==> config.mk <==
export PLATFORM = sky130hd
export DESIGN_NAME = sprite_blitter
export DESIGN_NICKNAME = d
export VERILOG_FILES = /design/src/rtl/sprite_blitter_pkg.sv /design/src/rtl/sprite_blitter_cmd_fifo.sv /design/src/rtl/sprite_blitter.sv
export SDC_FILE = /design/constraint.sdc
export NUM_CORES = 1
export LEC_CHECK = 0
export CORE_AREA = 2 2 106 211
export CTS_BUF_LIST = sky130_fd_sc_hd__clkbuf_16
export DETAILED_ROUTE_END_ITERATION = 16
export DIE_AREA = 0 0 108 213
export GPL_TIMING_DRIVEN = 0
export PLACE_DENSITY = 0.5
export SYNTH_ARGS = -nofsm -noshare
export SYNTH_HDL_FRONTEND = slang
export SYNTH_SLANG_ARGS = --single-unit
==> constraint.sdc <==
create_clock -name CLK -period 10.65 [get_ports CLK]
set_clock_uncertainty 0.1 [all_clocks]
set_input_delay 2.6625 -clock CLK [delete_from_list [all_inputs] [get_ports CLK]]
set_output_delay 2.6625 -clock CLK [all_outputs]
set_load 0.01 [all_outputs]
==> src/rtl/sprite_blitter_pkg.sv <==
// Geometry, sprite ids, command format and FSM encoding shared by the
// sprite blitter and its command FIFO.
package sprite_blitter_pkg;

  localparam int SCREEN_WIDTH      = 320;
  localparam int SCREEN_HEIGHT     = 180;
  localparam int SPRITE_SIZE       = 32;
  localparam int SPRITE_LOG2       = $clog2(SPRITE_SIZE);
  localparam int SPRITE_IDX_WIDTH  = 3;
  localparam int VRAM_A_WIDTH      = 16;
  localparam int SPRITEBUF_A_WIDTH = 15;
  localparam int CMD_FIFO_DEPTH    = 4;
  localparam int COORD_WIDTH       = 10;
  localparam int CMD_WIDTH         = SPRITE_IDX_WIDTH + 2 * COORD_WIDTH;

  localparam logic [SPRITE_IDX_WIDTH-1:0] SPR_BACKGROUND = 3'd0;
  localparam logic [SPRITE_IDX_WIDTH-1:0] SPR_BALL       = 3'd1;
  localparam logic [SPRITE_IDX_WIDTH-1:0] SPR_FAIL_HOLE  = 3'd2;
  localparam logic [SPRITE_IDX_WIDTH-1:0] SPR_WIN_HOLE   = 3'd3;
  localparam logic [SPRITE_IDX_WIDTH-1:0] SPR_HOLDER     = 3'd4;
  localparam logic [SPRITE_IDX_WIDTH-1:0] SPR_SELECT     = 3'd5;
  localparam logic [SPRITE_IDX_WIDTH-1:0] SPR_MODE       = 3'd6;
  localparam logic [SPRITE_IDX_WIDTH-1:0] SPR_PAUSE      = 3'd7;

  typedef enum logic [1:0] {
    ST_IDLE  = 2'd0,
    ST_LOAD  = 2'd1,
    ST_RUN   = 2'd2,
    ST_DRAIN = 2'd3
  } state_t;

  typedef struct packed {
    logic [SPRITE_IDX_WIDTH-1:0] index;
    logic [COORD_WIDTH-1:0]      x;
    logic [COORD_WIDTH-1:0]      y;
  } blit_cmd_t;

endpackage

==> src/rtl/sprite_blitter_cmd_fifo.sv <==
// Small synchronous command FIFO with flush; flush wins over push and pop.
module cmd_fifo #(
  parameter int WIDTH = 8,
  parameter int DEPTH = 4
) (
  input  logic             CLK,
  input  logic             rst,
  input  logic             i_flush,
  input  logic             i_push,
  input  logic             i_pop,
  input  logic [WIDTH-1:0] i_wdata,
  output logic [WIDTH-1:0] o_rdata,
  output logic             o_full,
  output logic             o_empty
);

  localparam int AW = $clog2(DEPTH);

  logic [WIDTH-1:0] mem_q [DEPTH];
  logic [AW-1:0]    wr_q, wr_d, rd_q, rd_d;
  logic [AW:0]      cnt_q, cnt_d;
  logic             do_push, do_pop;

  assign o_full  = (cnt_q == (AW+1)'(DEPTH));
  assign o_empty = (cnt_q == '0);
  assign do_push = i_push && !o_full && !i_flush;
  assign do_pop  = i_pop && !o_empty && !i_flush;
  assign o_rdata = mem_q[rd_q];

  always_comb begin
    wr_d  = wr_q;
    rd_d  = rd_q;
    cnt_d = cnt_q;
    if (i_flush) begin
      wr_d  = '0;
      rd_d  = '0;
      cnt_d = '0;
    end else begin
      if (do_push) wr_d = wr_q + 1'b1;
      if (do_pop)  rd_d = rd_q + 1'b1;
      if (do_push && !do_pop)      cnt_d = cnt_q + 1'b1;
      else if (!do_push && do_pop) cnt_d = cnt_q - 1'b1;
    end
  end

  always_ff @(posedge CLK or negedge rst) begin
    if (!rst) begin
      wr_q  <= '0;
      rd_q  <= '0;
      cnt_q <= '0;
    end else begin
      wr_q  <= wr_d;
      rd_q  <= rd_d;
      cnt_q <= cnt_d;
    end
  end

  // Storage needs no reset: entries are only read once the count covers them.
  always_ff @(posedge CLK) begin
    if (do_push) mem_q[wr_q] <= i_wdata;
  end

endmodule

==> src/rtl/sprite_blitter.sv <==
// Sprite blitter: walks a queued 32x32 sprite, issuing ROM read addresses and,
// one cycle later, the clipped frame-buffer write address of the same pixel.
//
// state | meaning
// IDLE  | waiting for a queued command
// LOAD  | pop head, latch index/x/y, reset row/col
// RUN   | one sprite pixel per cycle on o_address_s
// DRAIN | screen stage of the last pixel, o_blit_done pulse
import sprite_blitter_pkg::*;

module sprite_blitter (
  input  logic                         CLK,
  input  logic                         rst,
  input  logic                         i_frame_clear,
  input  logic                         i_cmd_valid,
  output logic                         o_cmd_ready,
  input  logic [SPRITE_IDX_WIDTH-1:0]  i_cmd_index,
  input  logic [COORD_WIDTH-1:0]       i_cmd_x,
  input  logic [COORD_WIDTH-1:0]       i_cmd_y,
  output logic [SPRITEBUF_A_WIDTH-1:0] o_address_s,
  output logic [VRAM_A_WIDTH-1:0]      o_address_screen,
  output logic                         o_is_layer_drawing,
  output logic                         o_busy,
  output logic                         o_blit_done
);

  localparam logic [SPRITE_LOG2-1:0] POS_MAX = SPRITE_LOG2'(SPRITE_SIZE - 1);

  state_t                  state_q, state_d;
  blit_cmd_t               cur_q, cur_d;
  blit_cmd_t               fifo_head;
  logic [SPRITE_LOG2-1:0]  row_q, row_d, col_q, col_d;
  logic [VRAM_A_WIDTH-1:0] scr_q, scr_d;
  logic                    draw_q, draw_d;
  logic                    fifo_pop, fifo_full, fifo_empty;

  logic [COORD_WIDTH:0]    pix_x, pix_y;
  logic                    pix_visible;
  logic [VRAM_A_WIDTH-1:0] pix_addr;

  cmd_fifo #(
    .WIDTH(CMD_WIDTH),
    .DEPTH(CMD_FIFO_DEPTH)
  ) u_cmd_fifo (
    .CLK     (CLK),
    .rst     (rst),
    .i_flush (i_frame_clear),
    .i_push  (i_cmd_valid),
    .i_pop   (fifo_pop),
    .i_wdata ({i_cmd_index, i_cmd_x, i_cmd_y}),
    .o_rdata (fifo_head),
    .o_full  (fifo_full),
    .o_empty (fifo_empty)
  );

  // 11-bit sums so an x or y near 1023 cannot wrap back on-screen.
  assign pix_x = {1'b0, cur_q.x} + {{(COORD_WIDTH + 1 - SPRITE_LOG2){1'b0}}, col_q};
  assign pix_y = {1'b0, cur_q.y} + {{(COORD_WIDTH + 1 - SPRITE_LOG2){1'b0}}, row_q};
  assign pix_visible = (pix_x < (COORD_WIDTH+1)'(SCREEN_WIDTH)) &&
                       (pix_y < (COORD_WIDTH+1)'(SCREEN_HEIGHT));
  assign pix_addr = VRAM_A_WIDTH'(pix_y) * VRAM_A_WIDTH'(SCREEN_WIDTH) + VRAM_A_WIDTH'(pix_x);

  always_comb begin
    state_d  = state_q;
    cur_d    = cur_q;
    row_d    = row_q;
    col_d    = col_q;
    draw_d   = 1'b0;
    scr_d    = '0;
    fifo_pop = 1'b0;
    case (state_q)
      ST_IDLE: begin
        if (!fifo_empty) state_d = ST_LOAD;
      end
      ST_LOAD: begin
        fifo_pop = 1'b1;
        cur_d    = fifo_head;
        row_d    = '0;
        col_d    = '0;
        state_d  = ST_RUN;
      end
      ST_RUN: begin
        draw_d = pix_visible;
        scr_d  = pix_visible ? pix_addr : '0;
        col_d  = col_q + 1'b1;
        if (col_q == POS_MAX) begin
          row_d = row_q + 1'b1;
          if (row_q == POS_MAX) state_d = ST_DRAIN;
        end
      end
      ST_DRAIN: begin
        state_d = fifo_empty ? ST_IDLE : ST_LOAD;
      end
      default: state_d = ST_IDLE;
    endcase
    if (i_frame_clear) begin
      state_d  = ST_IDLE;
      fifo_pop = 1'b0;
      draw_d   = 1'b0;
      scr_d    = '0;
    end
  end

  always_ff @(posedge CLK or negedge rst) begin
    if (!rst) begin
      state_q <= ST_IDLE;
      cur_q   <= '0;
      row_q   <= '0;
      col_q   <= '0;
      scr_q   <= '0;
      draw_q  <= 1'b0;
    end else begin
      state_q <= state_d;
      cur_q   <= cur_d;
      row_q   <= row_d;
      col_q   <= col_d;
      scr_q   <= scr_d;
      draw_q  <= draw_d;
    end
  end

  assign o_cmd_ready        = !fifo_full;
  assign o_address_s        = (state_q == ST_RUN) ?
                              SPRITEBUF_A_WIDTH'({cur_q.index, row_q, col_q}) : '0;
  assign o_address_screen   = scr_q;
  assign o_is_layer_drawing = draw_q;
  assign o_blit_done        = (state_q == ST_DRAIN);
  assign o_busy             = (state_q != ST_IDLE) || !fifo_empty;

endmodule

== Word-level counts from Yosys, hierarchy flattened ==
Memory sizes are Yosys's and may differ from the RTL's. A register that Yosys moved wholly into a read port is not among the register bits.
Cells that the tools add are included.

* Register bits after elaboration: 36
* RAM bits: 92
* Output and inout port bits: 35
* Memories kept: 1

* Add/sub/neg operators: 9
* Multiply operators: 1
* Magnitude comparators: 2
* Equal/unequal tests: 10
* Multiplexer cells: 26
* Reduce and logical (&&, ||, !) cells: 23

{| class="wikitable"
|+ Memories
! memory !! depth !! bits a word !! rd ports !! clocked after memory_dff !! wr ports !! line !! source
|-
| u_cmd_fifo.mem_q || 4 || 23 || 1 || 1 || 1 || sprite_blitter_cmd_fifo.sv:19 || <nowiki>logic [WIDTH-1:0] mem_q [DEPTH];</nowiki>
|}

{| class="wikitable"
|+ Operator list
! operator !! count
|-
| two-way mux 16 bit || 3
|-
| adder 10 x 5 -> 11 bit || 2
|-
| one-hot mux 5 bit (2 select lines) || 2
|-
| adder 16 x 11 -> 16 bit || 1
|-
| two-way mux 2 bit || 8
|-
| two-way mux 13 bit || 1
|-
| less-than comparator 11 x 8 -> 1 bit, second input constant || 1
|-
| less-than comparator 11 x 9 -> 1 bit, second input constant || 1
|-
| multiplier 11 x 3 -> 10 bit, second input constant || 1
|-
| adder 5 x 1 -> 5 bit, second input constant || 2
|-
| equality test 5 bit, second input constant || 2
|-
| two-way mux 3 bit || 3
|-
| != test 3 bit, second input constant || 3
|-
| one-hot mux 2 bit (4 select lines) || 1
|-
| nonzero test 2 bit || 4
|-
| logical AND 1 bit || 7
|-
| two-way mux 1 bit || 7
|-
| logical NOT 1 bit || 6
|-
| two-way mux 5 bit || 1
|-
| adder 2 x 1 -> 2 bit, second input constant || 2
|-
| equality test 2 bit, second input constant || 2
|-
| adder 3 x 1 -> 3 bit, second input constant || 1
|-
| equality test 3 bit, second input constant || 1
|-
| logical NOT 3 bit || 1
|-
| other kinds (8) || 8
|}

== Longest topological paths before layout ==
* Word-level depth: 9
* Depth in mapped cells: 16

== Modules after synthesis ==
From an unflattened synthesis, not the netlist that was laid out.

* Cell total of the unflattened synthesis: 547
* Area, all modules: 7,487.2 µm²

{| class="wikitable"
|+ By module, submodules not included
! module !! times used !! cells an instance !! area each (µm²) !! seq. area each (µm²)
|-
| cmd_fifo || 1 || 181 || 3,880.0 || 2,937.8
|-
| sprite_blitter || 1 || 366 || 3,607.2 || 1,301.2
|}

== Least setup slack after synthesis ==
No wires, ideal clock.

* Path kind: register to output
* Start point: reg state_q[0]
* End point: out o_address_s[10]
* Arrival time: 1,357 ps
* Slack: 6,531 ps
* Cell stages (with the launch flop): 6
* Buffers on the path: 2
* Cells stage by stage: dfrtp_1 inv_1 ha_1 clkbuf_1 clkbuf_1 and2_1

* Word-level cells in the longest chain between the ends: 2

{| class="wikitable"
|+ Ends and longest elaborated chain
! item !! line !! source
|-
| from (decl) || sprite_blitter.sv:29 || <nowiki>state_t state_q, state_d;</nowiki>
|-
| from (signal assigned) || sprite_blitter.sv:113 || <nowiki>state_q <= state_d;</nowiki>
|-
| equality test 2 bit || sprite_blitter.sv:123 || <nowiki>assign o_address_s = (state_q == ST_RUN) ?</nowiki>
|-
| two-way mux 13 bit || sprite_blitter.sv:123 ||
|-
| to (decl) || sprite_blitter.sv:20 || <nowiki>output logic [SPRITEBUF_A_WIDTH-1:0] o_address_s,</nowiki>
|}

No other way between the ends.

== Worst setup path after layout ==
Same ends and word-level chain as after synthesis.

==> impl_metrics.csv <==
group,metric,value,unit
run_status,status,"complete, no violations",
yosys,netlist_instances,544,
final_layout,drive_gt1_share,15.6,%
final_layout,num-fill-cells,2030,
global_routing,grt.total_usage,14.9,%
clock_tree,root_buffer,"clkbuf_16",
sta,final_hold_viol_count,0,
yosys,yosysSeqAreaShare,57.5,%
clock_tree,cts_tree,"built",
routing,drt-initial-drc-count,149,
sta,fmax,0.181,GHz
worst_setup_path,criticalPathCategory,"register to output port",
routing,drtPass1Iterations,6,
clock_tree,post_cts_buffers,0,
routing,drc,0,
yosys,synthFlopType,"edfxtp_1",
final_layout,nNetsFinal,692,
power_and_ir_drop,leakagePower,3.32,nW
sta,setup_viol,0,
run,drv_cap,0,
floorplanning,die_h,213,um
routing,drt-total-wl,15.6,mm
floorplanning,rows,76,
final_layout,final_cell_area,8820,um^2
min_path,holdCritPathClass,"register to register",
clock_tree,cts-htree-levels,4,
worst_setup_path,required,7.89,ns
clock_tree,cts.path.max_buffers,2,
power_and_ir_drop,max-vdd-ir-drop,107,uV
global_routing,overflow,0,
clock_tree,ctsResizeCount,0,
floorplanning,io_pins,62,
yosys,yosys_warnings,0,
global_routing,grt_max_degree,60,
worst_setup_path,crit_fanout,10,
yosys,ys_async_sr_fraction,39.1,%
routing,dr_wl_met2,9.17,mm
final_layout,utilization,41.2,%
routing,ant_nets,0,
clock_tree,clk_pin_slew,0.06,ns
yosys,syn_area_per_cell,13.6,um^2
yosys,netlist_area,7370,um^2
final_layout,layout-area-overhead-vs-synth,19.6,%
placement,portBuffers,59,
yosys,netlist.area_leader.share,37.5,%
routing,wl_per_cell,17.2,um
global_routing,grt_pass1_wl,25.3,mm
yosys,synthTopCellsByArea,"edfxtp_1 37%, dfrtp_1 20%, mux4_2 7.0%, ha_1 6.3%, mux2_2 3.4%",
floorplanning,initial_utilization,34.5,%
routing,wl_met1,5.49,mm
yosys,synth.distinct_cells,61,
placement,place_hpwl,11.6,mm
worst_setup_path,start_kind,"register",
routing,routed_via_density,4.93,
routing,highest-signal-layer,"met4",
power_and_ir_drop,power,2.25,mW
yosys,yosysTopAreaCell,"edfxtp_1",
clock_tree,numCtsBuffers,17,
floorplanning,coreArea,21400,um^2
placement,post_dp_cell_area,8310,um^2
floorplanning,dieArea,23000,um^2
floorplanning,die_w,108,um
sta,final_max_slew_viol_count,0,
placement,place_inst,877,
sta,relSlewSlack,13.3,%
global_routing,antenna_found_initial,0,
clock_tree,clk_latency,0.43,ns
routing,wl_met3,479,um
sta,tightest_slew,1.30,ns
routing,vias,4465,
sta,setup_tns,0,ns
final_layout,diodes,0,
worst_setup_path,cp-end-kind,"output port",
sta,rsz0062_at_grt,"false",
global_routing,grt_pass1_vias,4854,
yosys,synth-edff-count,92,
yosys,yosys_register_bits,151,
clock_tree,postCtsHoldBufs,0,
placement,place.gp.congestion,0.760,
sta,final_min_period_over_clock_period,51.9,%
clock_tree,clock-sinks,151,
sta,finalCriticalPeriod,5.53,ns
power_and_ir_drop,power_density,255,nW/um^2
worst_setup_path,cp_data_arrival_time,2.77,ns
final_layout,finalNonFillerCells,906,
[critical path, stage by stage, from the launching register on]
cell and delay (ns):
dfrtp_1 0.43, inv_1 0.13, ha_1 0.20, clkbuf_1 0.35, clkbuf_1 0.46, and2_1 0.24
clkdlybuf4s50_1 0.55
[registers in the layout, summed over array words and instances, names as in the netlist]
name,flops
u_cmd_fifo.cnt_q,3
col_q,5
cur_q,23
u_cmd_fifo.mem_q,92
u_cmd_fifo.wr_q,2
o_is_layer_drawing,1
o_address_screen,16
u_cmd_fifo.rd_q,2
state_q,2
row_q,5
[per-stage QoR]
step | setup WS [ns] | hold slack, ns
after floorplan | 6.53 | 0.373
after global placement | 4.75 | 0.389
after detailed placement | 5.49 | 0.395
after CTS | 5.04 | 0.408
after global routing | 4.92 | 0.430
final | 5.12 | 0.404
[synth_stat cells (3+ instances only)]
master    count
or2_2         5
nor3b_1       4
o21ai_0      21
a21oi_1      14
nand2_1      28
nor2_2        9
nor2b_1       6
nand2b_1      3
mux4_2       23
mux2_2       22
a21o_1        7
o21a_1        6
nand4_1       3
nor3_1       14
xor2_1       10
dfrtp_1      59
nor2_1       27
fa_1          5
a211oi_1      5
nand3_1      11
buf_1         3
a31oi_1       4
xnor2_1      17
nand3b_1      3
buf_2         5
o22ai_1       3
clkbuf_1     13
edfxtp_1     92
ha_1         37
and2_1       20
inv_1        28
[cell families after synthesis]
family	synth area share (%)
compound gates	7.58
xor+xnor	3.21
fa+ha+maj	7.77
buf+inv	2.94
flops	57.5
mux	10.7
other cells	0.0509
simple gates	10.3
[cell usage in the layout, fill, tap and decap left out, types with 7 or more instances in the layout]
| cell | Yosys | final |
|---|---|---|
| a21o_1 | 7 | 7 |
| nor2_2 | 9 | 9 |
| ha_1 | 37 | 37 |
| mux4_2 | 23 | 23 |
| o21ai_0 | 21 | 21 |
| xnor2_1 | 17 | 17 |
| clkdlybuf4s50_1 | 0 | 58 |
| and2_1 | 20 | 20 |
| nand2_1 | 28 | 28 |
| a21oi_1 | 14 | 14 |
| clkbuf_1 | 13 | 13 |
| clkbuf_16 | 0 | 17 |
| xor2_1 | 10 | 10 |
| nor2_1 | 27 | 27 |
| nand3_1 | 11 | 11 |
| inv_1 | 28 | 28 |
| mux2_2 | 22 | 22 |
| nor3_1 | 14 | 14 |
| dfrtp_1 | 59 | 59 |
| edfxtp_1 | 92 | 92 |
[layout make-up]
| class | count | area, um^2 | share of cell area [%] |
|---|---|---|---|
| Clock buffer | 17 | 425 | 4.82 |
| Timing Repair Buffer | 59 | 588 | 6.67 |
| Buffer | 24 | 111 | 1.26 |
| Inverter | 28 | 105 | 1.19 |
| Clock inverter | 12 | 88.8 | 1.01 |
| Sequential cell | 151 | 4240 | 48.0 |
| Tap cell | 273 | 342 | 3.87 |
| Multi-Input combinational cell | 342 | 2920 | 33.1 |
[report_power, final]
part | internal, mW | switching, mW | leakage (nW)
Combinational | 0.428 | 0.522 | 1.48
Clock | 0.311 | 0.226 | 0.242
Sequential | 0.707 | 0.0557 | 1.60
Total | 1.45 | 0.804 | 3.32
[metal layers]
layer	vias to the layer above	track usage, %
li1	2161	-
met1	2203	14.1
met2	80	29.1
met3	21	3.45
met4	0	6.90
met5	-	0
[worst paths after layout]
path,start,end,slack [ns],depth (start not counted)
worst min register to register,cur_q[22],cur_q[22],0.40,1
min in group asynchronous,rst,o_address_screen[15],2.22,1
worst max register to register,row_q[0],o_address_screen[15],6.31,16
max in group asynchronous,rst,col_q[1],7.70,1
worst min-delay path,cur_q[22],cur_q[22],0.40,1
worst max-delay path,state_q[0],o_address_s[10],5.12,6
Power figures use the tool's default switching activity.
